## config.mk

```make
export PLATFORM = sky130hd
export DESIGN_NAME = carregador_programa_hd
export DESIGN_NICKNAME = d
export VERILOG_FILES = /design/src/rtl/carregador_pkg.sv /design/src/rtl/carregador_programa_hd_tabela.sv /design/src/rtl/carregador_programa_hd.sv
export SDC_FILE = /design/constraint.sdc
export NUM_CORES = 1
export LEC_CHECK = 0
export CAP_MARGIN = 10
export CORE_ASPECT_RATIO = 0.75
export CORE_MARGIN = 8
export CORE_UTILIZATION = 35
export CTS_CLUSTER_DIAMETER = 200
export DETAILED_ROUTE_END_ITERATION = 6
export GPL_TIMING_DRIVEN = 0
export MAX_ROUTING_LAYER = met4
export PLACE_DENSITY = 0.51
export SLEW_MARGIN = 30
export SYNTH_ARGS = -nofsm -noshare
export SYNTH_HDL_FRONTEND = slang
export SYNTH_SLANG_ARGS = --single-unit
```

## constraint.sdc

```tcl
create_clock -name clk -period 6.6 [get_ports clk]
set_input_delay 0.66 -clock clk [delete_from_list [all_inputs] [get_ports clk]]
set_output_delay 0.66 -clock clk [all_outputs]
set_load 0.01 [all_outputs]
```

## src/rtl/carregador_pkg.sv

```systemverilog
// Shared types, default sizes and the block-length rule for the HD program loader.
package carregador_pkg;
    localparam int BLOCK_SIZE_DEF = 200;
    localparam int NUM_BLOCKS_DEF = 8;
    localparam int LEN_W          = 32;

    typedef enum logic [2:0] {
        ST_IDLE   = 3'd0,
        ST_CHECK  = 3'd1,
        ST_STREAM = 3'd2,
        ST_DRAIN  = 3'd3,
        ST_FINISH = 3'd4
    } estado_t;

    // A block is loadable only if it is non-empty and fits inside its reserved HD area.
    function automatic logic len_ok(input logic [LEN_W-1:0] len, input logic [LEN_W-1:0] max_len);
        return (len != {LEN_W{1'b0}}) && (len <= max_len);
    endfunction
endpackage

```

## src/rtl/carregador_programa_hd_tabela.sv

```systemverilog
// Per-block length table: one synchronous write port, one asynchronous read port,
// cleared by the synchronous reset.
module tabela_tamanho_blocos
    import carregador_pkg::*;
#(
    parameter int ADDR_W     = 32,
    parameter int NUM_BLOCKS = NUM_BLOCKS_DEF,
    parameter int IDX_W      = 3
) (
    input  logic              clk,
    input  logic              reset,
    input  logic              wr_en,
    input  logic [IDX_W-1:0]  wr_idx,
    input  logic [ADDR_W-1:0] wr_len,
    input  logic [IDX_W-1:0]  rd_idx,
    output logic [ADDR_W-1:0] rd_len
);
    logic [ADDR_W-1:0] tab_q [NUM_BLOCKS];
    logic [ADDR_W-1:0] tab_d [NUM_BLOCKS];

    // Next table contents: the addressed entry takes the written length.
    always_comb begin
        for (int i = 0; i < NUM_BLOCKS; i++) begin
            if (wr_en && (int'(wr_idx) == i)) begin
                tab_d[i] = wr_len;
            end else begin
                tab_d[i] = tab_q[i];
            end
        end
    end

    // Read mux; indices beyond the table read as an empty block.
    always_comb begin
        rd_len = {ADDR_W{1'b0}};
        for (int i = 0; i < NUM_BLOCKS; i++) begin
            if (int'(rd_idx) == i) begin
                rd_len = tab_q[i];
            end else begin
                rd_len = rd_len;
            end
        end
    end

    // Table storage.
    always_ff @(posedge clk) begin
        if (reset) begin
            for (int i = 0; i < NUM_BLOCKS; i++) begin
                tab_q[i] <= {ADDR_W{1'b0}};
            end
        end else begin
            tab_q <= tab_d;
        end
    end
endmodule

```

## src/rtl/carregador_programa_hd.sv

```systemverilog
// Copies one HD block into instruction memory, one word per cycle, and reports
// completion or rejection/abort through one-cycle done/error pulses.
module carregador_programa_hd
    import carregador_pkg::*;
#(
    parameter int DATA_W     = 32,
    parameter int ADDR_W     = 32,
    parameter int BLOCK_SIZE = BLOCK_SIZE_DEF,
    parameter int NUM_BLOCKS = NUM_BLOCKS_DEF,
    parameter int IDX_W      = 3
) (
    input  logic              clk,
    input  logic              reset,
    input  logic              start,
    input  logic [IDX_W-1:0]  block_num,
    input  logic [ADDR_W-1:0] dest_base,
    input  logic              abort,
    input  logic              cfg_we,
    input  logic [IDX_W-1:0]  cfg_idx,
    input  logic [ADDR_W-1:0] cfg_len,
    output logic              hd_rd_en,
    output logic [ADDR_W-1:0] hd_addr,
    input  logic [DATA_W-1:0] hd_data,
    output logic              imem_we,
    output logic [ADDR_W-1:0] imem_addr,
    output logic [DATA_W-1:0] imem_data,
    output logic              busy,
    output logic              done,
    output logic              error,
    output logic [ADDR_W-1:0] words_loaded
);
    estado_t           state_q, state_d;
    logic [ADDR_W-1:0] hd_base_q, hd_base_d;
    logic [ADDR_W-1:0] dest_q, dest_d;
    logic [ADDR_W-1:0] len_q, len_d;
    logic [ADDR_W-1:0] rd_cnt_q, rd_cnt_d;
    logic [ADDR_W-1:0] wr_cnt_q, wr_cnt_d;
    logic [ADDR_W-1:0] imem_addr_q, imem_addr_d;
    logic [ADDR_W-1:0] words_q, words_d;
    logic              imem_we_q, imem_we_d;
    logic              busy_q, busy_d;
    logic              done_q, done_d;
    logic              error_q, error_d;
    logic [ADDR_W-1:0] tbl_len_s;
    logic              rd_issue_s;

    tabela_tamanho_blocos #(
        .ADDR_W    (ADDR_W),
        .NUM_BLOCKS(NUM_BLOCKS),
        .IDX_W     (IDX_W)
    ) u_tabela (
        .clk   (clk),
        .reset (reset),
        .wr_en (cfg_we),
        .wr_idx(cfg_idx),
        .wr_len(cfg_len),
        .rd_idx(block_num),
        .rd_len(tbl_len_s)
    );

    // abort must block the read in the very cycle it is raised, so the strobe is combinational.
    assign rd_issue_s   = (state_q == ST_STREAM) && !abort;
    assign hd_rd_en     = rd_issue_s;
    assign hd_addr      = rd_issue_s ? (hd_base_q + rd_cnt_q) : {ADDR_W{1'b0}};
    assign imem_we      = imem_we_q;
    assign imem_addr    = imem_addr_q;
    assign imem_data    = imem_we_q ? hd_data : {DATA_W{1'b0}};
    assign busy         = busy_q;
    assign done         = done_q;
    assign error        = error_q;
    assign words_loaded = words_q;

    // Next-state, counters, write pipeline and status pulses.
    always_comb begin
        state_d     = state_q;
        hd_base_d   = hd_base_q;
        dest_d      = dest_q;
        len_d       = len_q;
        rd_cnt_d    = rd_cnt_q;
        wr_cnt_d    = wr_cnt_q + (imem_we_q ? {{(ADDR_W-1){1'b0}}, 1'b1} : {ADDR_W{1'b0}});
        words_d     = words_q;
        done_d      = 1'b0;
        error_d     = 1'b0;
        // Each issued read turns into exactly one write on the following cycle.
        imem_we_d   = rd_issue_s;
        imem_addr_d = rd_issue_s ? (dest_q + rd_cnt_q) : {ADDR_W{1'b0}};

        case (state_q)
            ST_IDLE: begin
                if (start) begin
                    hd_base_d = ADDR_W'(block_num) * ADDR_W'(BLOCK_SIZE);
                    dest_d    = dest_base;
                    len_d     = tbl_len_s;
                    words_d   = {ADDR_W{1'b0}};
                    // Rejection is flagged so the error pulse lands in the CHECK cycle itself.
                    error_d   = !len_ok(LEN_W'(tbl_len_s), LEN_W'(BLOCK_SIZE));
                    state_d   = ST_CHECK;
                end else begin
                    state_d   = ST_IDLE;
                end
            end
            ST_CHECK: begin
                rd_cnt_d = {ADDR_W{1'b0}};
                wr_cnt_d = {ADDR_W{1'b0}};
                if (!len_ok(LEN_W'(len_q), LEN_W'(BLOCK_SIZE))) begin
                    state_d = ST_IDLE;
                end else if (abort) begin
                    error_d = 1'b1;
                    words_d = {ADDR_W{1'b0}};
                    state_d = ST_FINISH;
                end else begin
                    state_d = ST_STREAM;
                end
            end
            ST_STREAM: begin
                if (abort) begin
                    error_d = 1'b1;
                    words_d = wr_cnt_d;
                    state_d = ST_FINISH;
                end else if (rd_cnt_q == (len_q - {{(ADDR_W-1){1'b0}}, 1'b1})) begin
                    state_d = ST_DRAIN;
                end else begin
                    rd_cnt_d = rd_cnt_q + {{(ADDR_W-1){1'b0}}, 1'b1};
                end
            end
            ST_DRAIN: begin
                words_d = wr_cnt_d;
                state_d = ST_FINISH;
                if (abort) begin
                    error_d = 1'b1;
                end else begin
                    done_d  = 1'b1;
                end
            end
            ST_FINISH: begin
                state_d = ST_IDLE;
            end
            default: begin
                state_d = ST_IDLE;
            end
        endcase

        busy_d = (state_d != ST_IDLE);
    end

    // State and datapath registers.
    always_ff @(posedge clk) begin
        if (reset) begin
            state_q     <= ST_IDLE;
            hd_base_q   <= {ADDR_W{1'b0}};
            dest_q      <= {ADDR_W{1'b0}};
            len_q       <= {ADDR_W{1'b0}};
            rd_cnt_q    <= {ADDR_W{1'b0}};
            wr_cnt_q    <= {ADDR_W{1'b0}};
            imem_addr_q <= {ADDR_W{1'b0}};
            words_q     <= {ADDR_W{1'b0}};
            imem_we_q   <= 1'b0;
            busy_q      <= 1'b0;
            done_q      <= 1'b0;
            error_q     <= 1'b0;
        end else begin
            state_q     <= state_d;
            hd_base_q   <= hd_base_d;
            dest_q      <= dest_d;
            len_q       <= len_d;
            rd_cnt_q    <= rd_cnt_d;
            wr_cnt_q    <= wr_cnt_d;
            imem_addr_q <= imem_addr_d;
            words_q     <= words_d;
            imem_we_q   <= imem_we_d;
            busy_q      <= busy_d;
            done_q      <= done_d;
            error_q     <= error_d;
        end
    end
endmodule

```

### Word-level counts from Yosys, hierarchy flattened

Index checks and enable logic that the tools add are counted.

* bits in registers: 463
* bits of input ports: 107
* output and inout bits: 133
* word-level logic and storage cells: 112

* add/sub/neg operators: 5
* multipliers: 1
* order comparisons: 2
* equal/unequal tests: 24
* multiplexer cells: 30
* bitwise operators: 2
* reduce and logical (&&, ||, !) cells: 28

Operators with widths (number)
* $mux 32: 16
* $pmux 32 s4: 1
* $le 32x8->1 const B: 2
* $pmux 32 s2: 1
* $reduce_bool 32->1: 2
* $add 11x32->32: 1
* $add 32x1->32: 1
* $add 32x1->32 const B: 1
* $add 32x32->32: 1
* $eq 32x32->1: 1
* $sub 32x1->32 const B: 1
* $eq 3x3->1 const B: 8
* $eq 3x2->1 const B: 6
* $mux 3: 4
* $ne 2x2->1 const B: 6
* $pmux 3 s4: 1
* $logic_and 1x1->1: 11
* $eq 3x1->1 const B: 3
* $logic_not 3->1: 3
* $mul 3x5->8 const B: 1
* $reduce_or 2->1: 4
* $mux 1: 6
* $reduce_and 5->1: 1
* $reduce_bool 4->1: 1
* other kinds (7): 9

### Depth between registers and ports, before layout

* depth in word-level cells: 14
* gate-level depth with buffers: 14
* depth with buffers taken out: 12

### Cells and area by module

Synthesis repeated with hierarchy kept, for this count alone.

* cells, all modules: 2932
* area total of the unflattened synthesis: 22899.5 um^2

Modules (own cells, without submodules)
* tabela_tamanho_blocos: times used 1, cells an instance 1462, area each 11558.6 um^2, seq. area each 5124.9 um^2
* carregador_programa_hd: times used 1, cells an instance 1470, area each 11340.9 um^2, seq. area each 4124.0 um^2

### Least setup slack after synthesis

No wires, ideal clock.

* kind: register -> output
* start: reg rd_cnt_q[3]
* end: out hd_addr[27]
* data arrival time: 2635 ps
* path slack: 3305 ps
* stages on the path, launching flop included: 13
* path through: dfxtp_1 ha_1 fa_1 a21o_1 a21oi_1 o21bai_1 a21oi_1 o21bai_1 a21oi_1 clkbuf_1 nor3_1 xnor2_1 nor2_1

* longest elaborated chain between the ends: 2

Ends and longest elaborated chain
* from (decl): RTL line carregador_programa_hd.sv:36 `logic [ADDR_W-1:0] rd_cnt_q, rd_cnt_d;`
* from (signal assigned): RTL line carregador_programa_hd.sv:153 `rd_cnt_q <= {ADDR_W{1'b0}};`
* from (signal assigned): RTL line carregador_programa_hd.sv:166 `rd_cnt_q <= rd_cnt_d;`
* $add 11x32->32: RTL line carregador_programa_hd.sv:64 `assign hd_addr = rd_issue_s ? (hd_base_q + rd_cnt_q) : {ADDR_W{1'b0}};`
* $mux 32: RTL line carregador_programa_hd.sv:64
* to (decl): RTL line carregador_programa_hd.sv:22 `output logic [ADDR_W-1:0] hd_addr,`

No other way between the ends.

### Final worst setup path

* start: reg rd_cnt_q[3]
* end: out hd_addr[25]

The elaborated chain is that of the path after synthesis.

==> out/metrics.yaml <==
slowest_stage: "clkdlybuf4s50_1"
synth_common_cells: "778 x nand2_1, 462 x dfxtp_1, 418 x a21oi_1, 201 x nor2_1, 174 x clkbuf_1"
nFillCells: 6466
grt_max_degree: 15
hold_viol: 0
die_w_um: 307
clkSlewWorstSetupHoldPaths_ns: 0.06
postSynthCellCount: 2924
layout-drive-gt1-share_pct: 4.60
syn-num-nets: 3084
ys_async_sr_fraction_pct: 0
finClkSkew_ns: 0.0263
synth_top_cell_area_share_pct: 41.8
grt_pass1_wl_um: 128000
core_um2: 63100
synth_xor_area_share_pct: 4.70
dr.pass1.iters: 5
synth_fa_ha_area_share_pct: 3.06
post_cts_buffers: 0
cts.root.buffer_cell: "clkbuf_16"
crit_fanout: 10
yosysTopAreaCell: "dfxtp_1"
synthToLayoutAreaGrowth_pct: 21.6
htreeDepth: 2
antenna_found_initial: 0
cp_top_family: "compound AO/OA/AOI/OAI gates"
synth_area_leaders: "dfxtp_1 42%, nand2_1 13%, a21oi_1 9.4%"
ctsHoldBuffers: 0
clock-sinks: 462
final_cells: 4039
synth_edf_count: 0
synth_top_family_by_area: "simple AND/OR/NAND/NOR gates"
yosysSeqAreaShare_pct: 41.8
seqCellArea_um2: 9250
routed_wl_um: 87100
antenna_left: 0
cts_made_buffers: 50
start_util_pct: 35.1
finish.utilization_pct: 42.7
power_density_nw_per_um2: 245
clkLatencyLatePin_ns: 0.61
cts_resized: 0
drv_slew: 0
drc: 0
portBuffers: 203
num_io_pins: 240
rsz0062_at_grt: "false"
avgSynthCellArea_um2: 7.58
yosys_warnings: 0
finalCritPeriodShare_pct: 82.1
max_freq_mhz: 184
arrival_ns: 4.76
track_usage_pct: 23.8
hp-class: "in -> reg"
grt.overflow.total: 0
cts_tree: "yes"
endpoint_kind: "output port"
synth_seq_cells: 462
fin_setup_tns_ns: 0
finalSetupViolations: 0
vias: 22100
period_needed_ns: 5.42
rows: 80
multi_input_area_um2: 11800
outcome: "complete, no violations"
cp_common_cell: "a21oi_1"
routedWlPerCell_um: 21.6
gp_congestion: 0.929
dieArea_um2: 71700
first_global_vias: 20900
syn_area_um2: 22200
routed_via_density: 5.48
synth_compound_area_share_pct: 19.6
irDropWorstVdd_v: 0.000185
dp_hpwl_um: 68700
synth.most_common_cell: "nand2_1"
drt_iter0_markers: 2095
crit_type: "reg -> out"
crit_buf_inv: 2
fp.dieH_um: 234
ys.flop_type: "dfxtp_1"
cap_violations: 0
crit_chain: "ha_1 > fa_1 > a21o_1 > a21oi_1 > o21bai_1 > a21oi_1 > o21bai_1 > a21oi_1 > clkbuf_1 > nor3_1 > xnor2_1 > nor2_1 > clkdlybuf4s50_1"
slew_headroom_pct: 29.1
worst_slew_pin_slew_ns: 1.05
synthMuxAreaShare_pct: 0.373
dp.cells: 3947
fin_nets: 3339
synth.distinct_cells: 75
leakage_uw: 0.00950
crit_path_start_kind: "register"
slowest_delay_ns: 0.59
cts_buffer_depth: 3
crit_required_ns: 5.94
synth_simple_gate_area_share_pct: 25.5
## cell families after synthesis
group | Yosys count
AOI/OAI and AO/OA | 723
buffers and inverters | 267
adders and majority gates | 53
muxes | 7
xor gates and xnor gates | 119
DFF | 462
and+or+nand+nor | 1293
## state kept, by name (all words and copies together), names as in the netlist, 7 cells and up
register / count
dest_q: 32
len_q: 32
wr_cnt_q: 32
rd_cnt_q: 32
hd_base_q: 7
imem_addr: 32
words_loaded: 32
u_tabela.tab_q: 256
## area by class of cell
class	instances	share of cell area [%]
antenna	2	0.0186
buffer	235	3.62
clock buffer	74	5.54
clock inverter	16	0.864
inverter	32	0.446
multi-input combinational	2195	43.8
sequential	462	34.3
tap	820	3.81
timing repair buffer	203	7.54
## worst paths after layout
path,depth (start not counted),startpoint,to,slack (ns)
setup / recovery,13,rd_cnt_q[3],hd_addr[25],1.18
hold / removal,3,cfg_len[0],u_tabela.tab_q[224],0.38
setup reg to reg,13,len_q[0],rd_cnt_q[28],1.81
hold reg to reg,2,u_tabela.tab_q[58],u_tabela.tab_q[58],0.45
## routing by layer
metal  up-vias  wire [µm]  global-route usage [%]  part of all wire, %
li1      10500          -                       -                    -
met1     10800      43100                    35.8                   50
met2       771      36000                    33.7                   41
met3       100       6350                    3.00                  7.3
met4         0       1610                    5.28                  1.9
met5         -          0                       -                    0
## cell usage in the layout, fill, tap and decap left out, drive strengths merged, types with 52 or more instances in the layout
cell / n
o21ai: 71
nor2: 201
xor2: 63
and2: 52
nand2: 778
dfxtp: 462
clkbuf: 280
clkdlybuf4s50: 203
a21oi: 418
xnor2: 56
## metrics by stage
step | worst slack (ns) | total power [µW] | instance area, µm² | hold slack (ns)
floorplan | 3.30 | 3360 | 22200 | 0.432
global placement | 1.19 | 3630 | 25200 | 0.440
detailed placement | 1.14 | 3640 | 25200 | 0.446
CTS | 1.22 | 6640 | 26900 | 0.361
global route | 1.02 | 6830 | 26900 | 0.382
finish | 1.18 | 6590 | 26900 | 0.383
## worst reg2reg max path, delay by kind of cell (launching register included)
family | cells | cell delay [ns]
and+or+nand+nor | 6 | 2.72
buffers and inverters | 3 | 0.80
DFF | 1 | 0.37
AOI/OAI and AO/OA | 2 | 0.36
xor gates and xnor gates | 1 | 0.23
adders and majority gates | 1 | 0.17
## where the power goes
part           internal (µW)  switching (µW)
clock                   1760            1240
combinational            228             471
sequential              2850            44.3
Power figures use the tool's default switching activity.
